===== config.mk =====
export PLATFORM = sky130hd
export DESIGN_NAME = iqx4_and_time_deadlock_persist_monitor_flat
export DESIGN_NICKNAME = d
export VERILOG_FILES = /design/src/rtl/iqx4_and_time_deadlock_persist_monitor_if.sv /design/src/rtl/iqx4_and_time_deadlock_persist_monitor.sv /design/src/flat_wrapper.sv
export SDC_FILE = /design/constraint.sdc
export NUM_CORES = 1
export LEC_CHECK = 0
export ABC_AREA = 1
export BUFFER_PORTS_ARGS = -buffer_cell sky130_fd_sc_hd__buf_2
export CAP_MARGIN = 10
export CORE_MARGIN = 2
export CORE_UTILIZATION = 45
export CTS_CLUSTER_DIAMETER = 40
export DETAILED_ROUTE_END_ITERATION = 12
export GPL_ROUTABILITY_DRIVEN = 0
export PLACE_DENSITY = 0.73
export SETUP_SLACK_MARGIN = 0.2
export SLEW_MARGIN = 20
export SYNTH_ARGS = -nofsm -noshare
export SYNTH_HDL_FRONTEND = slang
export SYNTH_SLANG_ARGS = --single-unit
export TNS_END_PERCENT = 5

===== constraint.sdc =====
create_clock -name clock -period 1.9 [get_ports clock]
set_clock_uncertainty 0.15 [all_clocks]
set_input_delay 0.38 -clock clock [delete_from_list [all_inputs] [get_ports clock]]
set_output_delay 0.38 -clock clock [all_outputs]
set_load 0.005 [all_outputs]

===== src/rtl/iqx4_and_time_deadlock_persist_monitor_if.sv =====
// Status/control bundle between the deadlock monitor and whoever drives and observes it.
interface iqx4_and_time_deadlock_persist_monitor_if #(
    parameter int unsigned NUM_AXIS = 3,
    parameter int unsigned NUM_INST = 1,
    parameter int unsigned CNT_W    = 16
);
    localparam int unsigned SRC_W = NUM_AXIS + NUM_INST;
    localparam int unsigned IDX_W = (SRC_W > 1) ? $clog2(SRC_W) : 1;

    logic                enable;
    logic                clear;
    logic [NUM_AXIS-1:0] axis_block_sigs;
    logic [NUM_INST-1:0] inst_idle_sigs;
    logic [NUM_INST-1:0] inst_block_sigs;
    logic                block;
    logic [SRC_W-1:0]    block_cause;
    logic [IDX_W-1:0]    first_idx;
    logic [CNT_W-1:0]    stall_count;

    modport master (
        output enable, clear, axis_block_sigs, inst_idle_sigs, inst_block_sigs,
        input  block, block_cause, first_idx, stall_count
    );

    modport slave (
        input  enable, clear, axis_block_sigs, inst_idle_sigs, inst_block_sigs,
        output block, block_cause, first_idx, stall_count
    );
endinterface


===== src/rtl/iqx4_and_time_deadlock_persist_monitor.sv =====
// Deadlock monitor: flags a stall only after it persists THRESH consecutive cycles,
// snapshots the offending sources and keeps a saturating count of stalled cycles.
module iqx4_and_time_deadlock_persist_monitor #(
    parameter int unsigned NUM_AXIS = 3,
    parameter int unsigned NUM_INST = 1,
    parameter int unsigned THRESH   = 16,
    parameter int unsigned CNT_W    = 16,
    parameter int unsigned STICKY   = 1
) (
    input logic clock,
    input logic reset,
    iqx4_and_time_deadlock_persist_monitor_if.slave mon
);
    localparam int unsigned SRC_W = NUM_AXIS + NUM_INST;
    localparam int unsigned IDX_W = (SRC_W > 1) ? $clog2(SRC_W) : 1;
    localparam logic [CNT_W-1:0] THRESH_C = CNT_W'(THRESH);
    localparam logic [CNT_W-1:0] ONE_C    = CNT_W'(1);

    typedef enum logic [1:0] {
        IDLE    = 2'd0,
        COUNT   = 2'd1,
        BLOCKED = 2'd2
    } state_t;

    state_t           state;
    logic [CNT_W-1:0] pcnt;
    logic [CNT_W-1:0] pcnt_inc_c;
    logic [SRC_W-1:0] src_c;
    logic             stall_c;
    logic [IDX_W-1:0] src_idx_c;

    // Lowest set bit wins so the reported cause is deterministic when several sources stall.
    function automatic logic [IDX_W-1:0] lowest_idx(input logic [SRC_W-1:0] v);
        logic [IDX_W-1:0] r;
        r = '0;
        for (int i = SRC_W - 1; i >= 0; i--) begin
            if (v[i]) r = IDX_W'(i);
        end
        return r;
    endfunction

    // An idle instance is never treated as blocked.
    assign src_c      = {mon.inst_block_sigs & ~mon.inst_idle_sigs, mon.axis_block_sigs};
    assign stall_c    = |src_c;
    assign src_idx_c  = lowest_idx(src_c);
    assign pcnt_inc_c = pcnt + ONE_C;

    always_ff @(posedge clock or posedge reset) begin
        if (reset) begin
            state           <= IDLE;
            pcnt            <= '0;
            mon.block       <= 1'b0;
            mon.block_cause <= '0;
            mon.first_idx   <= '0;
            mon.stall_count <= '0;
        end else if (mon.clear) begin
            state           <= IDLE;
            pcnt            <= '0;
            mon.block       <= 1'b0;
            mon.block_cause <= '0;
            mon.first_idx   <= '0;
            mon.stall_count <= '0;
        end else if (!mon.enable) begin
            // Disabled: drop qualification but keep the captured diagnostics.
            state     <= IDLE;
            pcnt      <= '0;
            mon.block <= 1'b0;
        end else begin
            if (stall_c && (mon.stall_count != {CNT_W{1'b1}})) begin
                mon.stall_count <= mon.stall_count + ONE_C;
            end

            case (state)
                IDLE: begin
                    pcnt <= '0;
                    if (stall_c) begin
                        pcnt <= ONE_C;
                        if (THRESH == 1) begin
                            state           <= BLOCKED;
                            mon.block       <= 1'b1;
                            mon.block_cause <= src_c;
                            mon.first_idx   <= src_idx_c;
                        end else begin
                            state <= COUNT;
                        end
                    end
                end

                COUNT: begin
                    if (!stall_c) begin
                        state <= IDLE;
                        pcnt  <= '0;
                    end else begin
                        pcnt <= pcnt_inc_c;
                        if (pcnt_inc_c == THRESH_C) begin
                            state           <= BLOCKED;
                            mon.block       <= 1'b1;
                            mon.block_cause <= src_c;
                            mon.first_idx   <= src_idx_c;
                        end
                    end
                end

                BLOCKED: begin
                    mon.block <= 1'b1;
                    if ((STICKY == 0) && !stall_c) begin
                        state     <= IDLE;
                        pcnt      <= '0;
                        mon.block <= 1'b0;
                    end
                end

                default: begin
                    state     <= IDLE;
                    pcnt      <= '0;
                    mon.block <= 1'b0;
                end
            endcase
        end
    end
endmodule


===== src/flat_wrapper.sv =====
// flat-port wrapper written by rule: the top's interface ports become plain ports
module iqx4_and_time_deadlock_persist_monitor_flat 
#(
    parameter int unsigned NUM_AXIS = 3,
    parameter int unsigned NUM_INST = 1,
    parameter int unsigned THRESH   = 16,
    parameter int unsigned CNT_W    = 16,
    parameter int unsigned STICKY   = 1
)
  (clock, reset, mon_enable, mon_clear, mon_axis_block_sigs, mon_inst_idle_sigs, mon_inst_block_sigs, mon_block, mon_block_cause, mon_first_idx, mon_stall_count);
  iqx4_and_time_deadlock_persist_monitor_if #(.NUM_AXIS(NUM_AXIS), .NUM_INST(NUM_INST), .CNT_W(CNT_W)) mon_i ();
  input logic clock;
  input logic reset;
  input wire logic [$bits(mon_i.enable)-1:0] mon_enable;
  input wire logic [$bits(mon_i.clear)-1:0] mon_clear;
  input wire logic [$bits(mon_i.axis_block_sigs)-1:0] mon_axis_block_sigs;
  input wire logic [$bits(mon_i.inst_idle_sigs)-1:0] mon_inst_idle_sigs;
  input wire logic [$bits(mon_i.inst_block_sigs)-1:0] mon_inst_block_sigs;
  output wire logic [$bits(mon_i.block)-1:0] mon_block;
  output wire logic [$bits(mon_i.block_cause)-1:0] mon_block_cause;
  output wire logic [$bits(mon_i.first_idx)-1:0] mon_first_idx;
  output wire logic [$bits(mon_i.stall_count)-1:0] mon_stall_count;
  assign mon_i.enable = mon_enable;
  assign mon_i.clear = mon_clear;
  assign mon_i.axis_block_sigs = mon_axis_block_sigs;
  assign mon_i.inst_idle_sigs = mon_inst_idle_sigs;
  assign mon_i.inst_block_sigs = mon_inst_block_sigs;
  assign mon_block = mon_i.block;
  assign mon_block_cause = mon_i.block_cause;
  assign mon_first_idx = mon_i.first_idx;
  assign mon_stall_count = mon_i.stall_count;
  iqx4_and_time_deadlock_persist_monitor #(.NUM_AXIS(NUM_AXIS), .NUM_INST(NUM_INST), .THRESH(THRESH), .CNT_W(CNT_W), .STICKY(STICKY)) u_core (.clock(clock), .reset(reset), .mon(mon_i));
endmodule

==> flow_metrics.tcl, run 1 <==
set metrics [dict create \
    place_inst 484 \
    setup_ws_ns -0.0978 \
    synth_top_area_cell "dfrtp_1" \
    cts.sinks 41 \
    cts_buffer_depth 2 \
    arrival_ns 2.04 \
    slew_viol_final 0 \
    io_buffers 31 \
    tightest_slew_ns 0.638 \
    area_growth_pct 27.8 \
    holdWs_ns 0.0566 \
    worstSetupPathType "reg2reg" \
    nets 440 \
    finalCriticalPeriod_ns 2.00 \
    fin_cells 497 \
    synth_top_family_by_area "simple AND/OR/NAND/NOR gates" \
    min_path_type "in2async" \
    synth-edff-count 0 \
    status "complete, but fails checks" \
    antenna_found_initial 0 \
    die_area_mm2 0.00651 \
    ant_nets 0 \
    ir_drop_mv 0.273 \
    synth_commonest_cells "nand2_1 (85), inv_1 (48), dfrtp_1 (41)" \
    yosys.area_share.simple_pct 40.2 \
    synthTopCellsByArea "dfrtp_1 (39%), nand2_1 (12%), inv_1 (6.8%)" \
    synth_mux_area_share_pct 0 \
    core_mm2 0.00561 \
    syn_inst 353 \
    syn-num-nets 369 \
    drive_gt1_share_pct 33.4 \
    clk_pin_slew_worst_paths_ns 0.09 \
    ys_seq_elements 41 \
    drt_first_iter_violations 122 \
    p_total_mw 1.66 \
    die_h_um 80.7 \
    start_util_pct 47.2 \
    critPathMaxFanout 6 \
    ys_warn_count 0 \
    p_leak_nw 1.52 \
    synth_xor_area_share_pct 0.993 \
    first_global_vias 2527 \
    row_count 27 \
    place_area_mm2 0.00313 \
    hpwlAfterDp_um 4790 \
    wl_per_cell_um 13.3 \
    rrSetupSlack_ns -0.1 \
    drt_pass1_iterations 4 \
    stdcell_area_mm2 0.00338 \
    numCtsBuffers 5 \
    finalCritPeriodShare_pct 105 \
    slew_headroom_pct 57.4 \
    syn_avg_cell_area_um2 7.50 \
    start_kind "flip-flop" \
    cts_htree_levels 2 \
    maxCapViolCount 0 \
    synth_adder_area_share_pct 3.31 \
    grt.total_usage_pct 21.8 \
    crit_start "u_core.pcnt[0]$_DFFE_PP0P_" \
    antenna_cells 0 \
    cts_root_buf "clkbuf_8" \
    tritoncts "built" \
    reg2reg_depth 12 \
    synth-main-ff-cell "dfrtp_1" \
    crit-reg2reg-capture "u_core.mon.first_idx[1]$_DFFE_PP0P_" \
    insertion_delay_ns 0.30 \
    grt_setup_unrepaired "yes" \
    io_pins 32 \
    worstPathRequired_ns 1.94 \
    worstSetupEndpoint "u_core.mon.first_idx[1]$_DFFE_PP0P_" \
    grt_max_degree 42 \
    via_per_inst 5.08 \
    grt_pass1_wl_um 11200 \
    cts_hold_buf 0 \
    yosysSeqAreaShare_pct 38.8 \
    synth_compound_area_share_pct 8.56 \
    die_x_um 80.7 \
    grt_overflow 0 \
    timing.rr.start "u_core.pcnt[0]$_DFFE_PP0P_" \
    synth_top_area_share_pct 38.8 \
    yosysUniqueCellTypes 29 \
    async_flop_share_pct 100 \
    num_vias 2527 \
    tns_ns -0.612 \
    yosysMostFrequentCell "nand2_1" \
    routed_wl_um 6590 \
    violations "setup timing" \
    netlist_area_mm2 0.00265 \
    drc 0 \
    setup_viol 9 \
    hold_viol 0 \
    timing.fmax_ghz 0.501 \
    cp-end-kind "flip-flop" \
    power_density_mw_per_mm2 492 \
]
==> area by class of cell <==
class / instances / area [um2]
fillers: 514 / 2230
multi-input cells: 256 / 1530
flip-flops and latches: 41 / 1030
repair buffers: 69 / 444
inverters: 51 / 191
well taps: 72 / 90.1
clock buffers: 6 / 82.6
clock inverters: 2 / 13.8
==> state kept, by name, summed over array words and instances (netlist names) <==
register / cells
u_core.mon.first_idx: 2
u_core.mon.block_cause: 4
u_core.state: 2
u_core.pcnt: 16
u_core.mon.stall_count: 16
u_core.mon.block: 1
==> what timing repair did <==
action / CTS / global route
pin swaps: 21 / 5
buffers inserted: 4 / 1
cloned: 0 / 0
resized for setup: 24 / 11
setup endpoints to repair: 41 / 41
==> cells in the final DEF, fill, tap and decap left out, types with 7 or more instances in the layout <==
| cell type | n |
|---|---|
| nor2_2 | 7 |
| dfrtp_1 | 39 |
| nor2_4 | 11 |
| nand2_1 | 79 |
| nand3_1 | 24 |
| o22ai_1 | 11 |
| nor2_1 | 21 |
| nand2_2 | 17 |
| inv_1 | 47 |
| buf_2 | 31 |
| nor3_1 | 13 |
| nand4_1 | 11 |
| buf_4 | 37 |
| a21oi_1 | 10 |
| nand3_2 | 7 |
| o21ai_0 | 11 |
==> logic make-up (layout without fill, tap and decap cells) <==
kind of cell,after synthesis,in the layout
and+or+nand+nor,205,205
xor gates and xnor gates,3,3
buffers and inverters,56,128
DFF,41,41
adders and majority gates,7,7
AOI/OAI and AO/OA,41,41
==> per-stage QoR <==
stage / setup WS, ns / util, %
after floorplan: 0.0349 / -
after global placement: -0.0569 / 55.8
after detailed placement: -0.135 / 55.8
after CTS: -0.125 / 59.5
after global routing: -0.236 / 60.3
final: -0.0978 / 60.3
==> power breakdown <==
group | internal, mW | switching, mW
registers | 0.881 | 0.00779
clock network | 0.295 | 0.328
logic | 0.0578 | 0.0949
==> metal layers <==
layer	part of all wire [%]	vias to the layer above	wire, um	track usage [%]
met5	0	-	0	0
met4	1.4	0	92	7.29
met3	3.2	10	212	4.38
met2	52	44	3430	38.8
met1	43	1178	2860	26.1
li1	-	1295	-	-
==> worst max-delay path: stages, from the launching register on <==
cell and delay (ns):
dfrtp_1 0.41, ha_4 0.19, nand3_4 0.10, nor2_4 0.15, nand3_1 0.11, nand2_1 0.10, nand2_1 0.07, inv_2 0.08
nand4_4 0.13, nor2_8 0.17, nand2_4 0.09, nand3_2 0.08, nand2_1 0.06
==> how the worst min path moves through the flow <==
stage / from / to / depth (start not counted)
detailed placement: u_core.mon.block$_DFFE_PP0P_ / u_core.mon.block$_DFFE_PP0P_ / 2
finish: reset / u_core.state[0]$_DFFE_PP0P_ / 3
floorplan: u_core.mon.block$_DFFE_PP0P_ / u_core.mon.block$_DFFE_PP0P_ / 2
global placement: u_core.mon.block$_DFFE_PP0P_ / u_core.mon.block$_DFFE_PP0P_ / 2
CTS: reset / u_core.mon.stall_count[9]$_DFFE_PP0P_ / 3
global route: reset / u_core.state[0]$_DFFE_PP0P_ / 3
(Power assumes the default switching activity.)
==> inputs of run 2 (changes only) <==
PLACE_DENSITY = 0.72   (was 0.73)
==> run 2 against run 1 <==
Against the previous run:
- the flow still finishes with violations (setup timing)
- non-clock buffer count increased by 6
- worst hold slack lost 0.0065 ns
- cell area increased by 1.6%
- global-route usage shrank 0.24 points
- clock power shrank 8.2%
- utilization up 0.94 points
- clock-buffer cell count did not move
- critical endpoint is now u_core.mon.block_cause[3]$_DFFE_PP0P_
==> flow_metrics.tcl, run 2 (synthesis results as in run 1) <==
set metrics [dict create \
    drc 0 \
    p_clk_share_pct 35.5 \
    cts_buffer_depth 2 \
    mostFrequentLayoutCells "nand2_1 (73), inv_1 (46), buf_4 (43)" \
    grt_pass1_wl_um 11000 \
    violations "setup timing" \
    intPower_mw 1.19 \
    power_density_mw_per_mm2 469 \
    wl_per_cell_um 13.2 \
    largestRegisters "u_core.mon.stall_count x16, u_core.pcnt x16, u_core.mon.block_cause x4" \
    setup_viol 10 \
    min_path_type "in2async" \
    final_common_cell "nand2_1" \
    arrival_ns 2.10 \
    crit_family "simple AND/OR/NAND/NOR gates" \
    critPathMaxFanout 6 \
    area_growth_pct 29.8 \
    cp_slowest_cell "dfrtp_1" \
    slew_viol_final 0 \
    timing.fmax_ghz 0.484 \
    antenna_found_initial 0 \
    drt_pass1_iterations 6 \
    p_switching_mw 0.417 \
    cpMostUsedCell "nand2_1" \
    die_x_um 80.7 \
    drive_gt1_share_pct 35.0 \
    start_kind "flip-flop" \
    die_h_um 80.7 \
    p_comb_share_pct 9.4 \
    cp-end-kind "flip-flop" \
    switching_share_pct 25.9 \
    status "complete, but fails checks" \
    drt_first_iter_violations 185 \
    core_mm2 0.00561 \
    first_global_vias 2557 \
    grt_max_degree 42 \
    row_count 27 \
    cts.sinks 41 \
    io_pins 32 \
    routed_wl_um 6630 \
    io_buffers 31 \
    crit_chain "nand2_1 -> nor2_1 -> nand3_2 -> nand2_1 -> nand2_1 -> inv_2 -> nand4_4 -> nor2_8 -> nand2_4 -> nand3_1 -> nand2_1" \
    grt.total_usage_pct 21.6 \
    clk_pin_slew_worst_paths_ns 0.09 \
    max_stage_delay_ns 0.40 \
    setup_ws_ns -0.166 \
    maxCapViolCount 0 \
    seq_power_share_pct 55.1 \
    stdcell_area_mm2 0.00343 \
    cp_num_buf_inv 1 \
    cts_root_buf "clkbuf_8" \
    ant_nets 0 \
    place_area_mm2 0.00317 \
    tritoncts "built" \
    num_vias 2591 \
    fillers 493 \
    via_per_inst 5.15 \
    finalCoreUtilization_pct 61.2 \
    tightest_slew_ns 0.606 \
    finalCritPeriodShare_pct 109 \
    cts_htree_levels 2 \
    insertion_delay_ns 0.31 \
    slew_headroom_pct 59.5 \
    numCtsBuffers 5 \
    finalCriticalPeriod_ns 2.07 \
    grt_overflow 0 \
    die_area_mm2 0.00651 \
    cts_hold_buf 0 \
    hold_viol 0 \
    grt_setup_unrepaired "yes" \
    p_leak_nw 1.60 \
    ir_drop_mv 0.273 \
    start_util_pct 47.2 \
    antenna_cells 0 \
    nets 446 \
    worstSetupPathType "reg2reg" \
    worstPathRequired_ns 1.94 \
    hpwlAfterDp_um 4800 \
]
run 2: layer usage:
| layer | vias up | track usage (%) | wire length, um |
|---|---|---|---|
| li1 | 1301 | - | - |
| met1 | 1209 | 26.7 | 2950 |
| met2 | 71 | 36.8 | 3270 |
| met3 | 10 | 5.96 | 324 |
| met4 | 0 | 5.93 | 89 |
| met5 | - | 0 | 0 |
run 2: layout make-up:
type / instances / area [um2] / share of cell area (%)
multi-input cells: 256 / 1550 / 45.2
repair buffers: 75 / 489 / 14.2
clock buffers: 6 / 72.6 / 2.11
inverters: 51 / 191 / 5.57
well taps: 72 / 90.1 / 2.62
flip-flops and latches: 41 / 1030 / 29.9
clock inverters: 2 / 10.0 / 0.291
run 2: final timing paths:
kind	startpoint	endpoint	slack [ns]	cells past startpoint
worst max-delay path	u_core.pcnt[6]$_DFFE_PP0P_	u_core.mon.block_cause[3]$_DFFE_PP0P_	-0.17	11
worst min-delay path	reset	u_core.pcnt[10]$_DFFE_PP0P_	0.05	3
worst max register to register	u_core.pcnt[6]$_DFFE_PP0P_	u_core.mon.block_cause[3]$_DFFE_PP0P_	-0.17	11
worst min register to register	u_core.mon.block$_DFFE_PP0P_	u_core.mon.block$_DFFE_PP0P_	0.35	2
max in group asynchronous	reset	u_core.pcnt[1]$_DFFE_PP0P_	1.15	3
min in group clock	mon_axis_block_sigs[1]	u_core.mon.block_cause[1]$_DFFE_PP0P_	0.21	3
run 2: timing repair:
item	4_1_cts	5_1_grt
pin swaps	12	21
gates resized for setup	14	28
buffers inserted	4	2
endpoints found under the setup margin	41	41
run 2: power groups by stage:
stage / Clock [mW] / Sequential [mW] / Combinational [mW]
6_report: 0.572 / 0.888 / 0.151
5_1_grt: 0.618 / 0.890 / 0.171
4_1_cts: 0.583 / 0.888 / 0.151
3_5_place_dp: 0 / 0.905 / 0.150
3_3_place_gp: 0 / 0.905 / 0.147
2_1_floorplan: 0 / 0.907 / 0.0814
run 2: metrics by stage:
stage | power [mW] | setup TNS [ns] | hold slack (ns) | instances | worst slack [ns]
detailed placement | 1.06 | -1.19 | 0.323 | 489 | -0.147
global route | 1.68 | -3.52 | 0.119 | 503 | -0.280
finish | 1.61 | -1.24 | 0.0500 | 503 | -0.166
CTS | 1.62 | -0.617 | 0.0697 | 501 | -0.0841
floorplan | 0.988 | 0 | 0.314 | 353 | 0.0349
global placement | 1.05 | -0.572 | 0.303 | 489 | -0.125
run 2: tightest hold or removal path, stage by stage:
cell and delay (ns):
buf_2 0.09, inv_1 0.04, buf_4 0.44
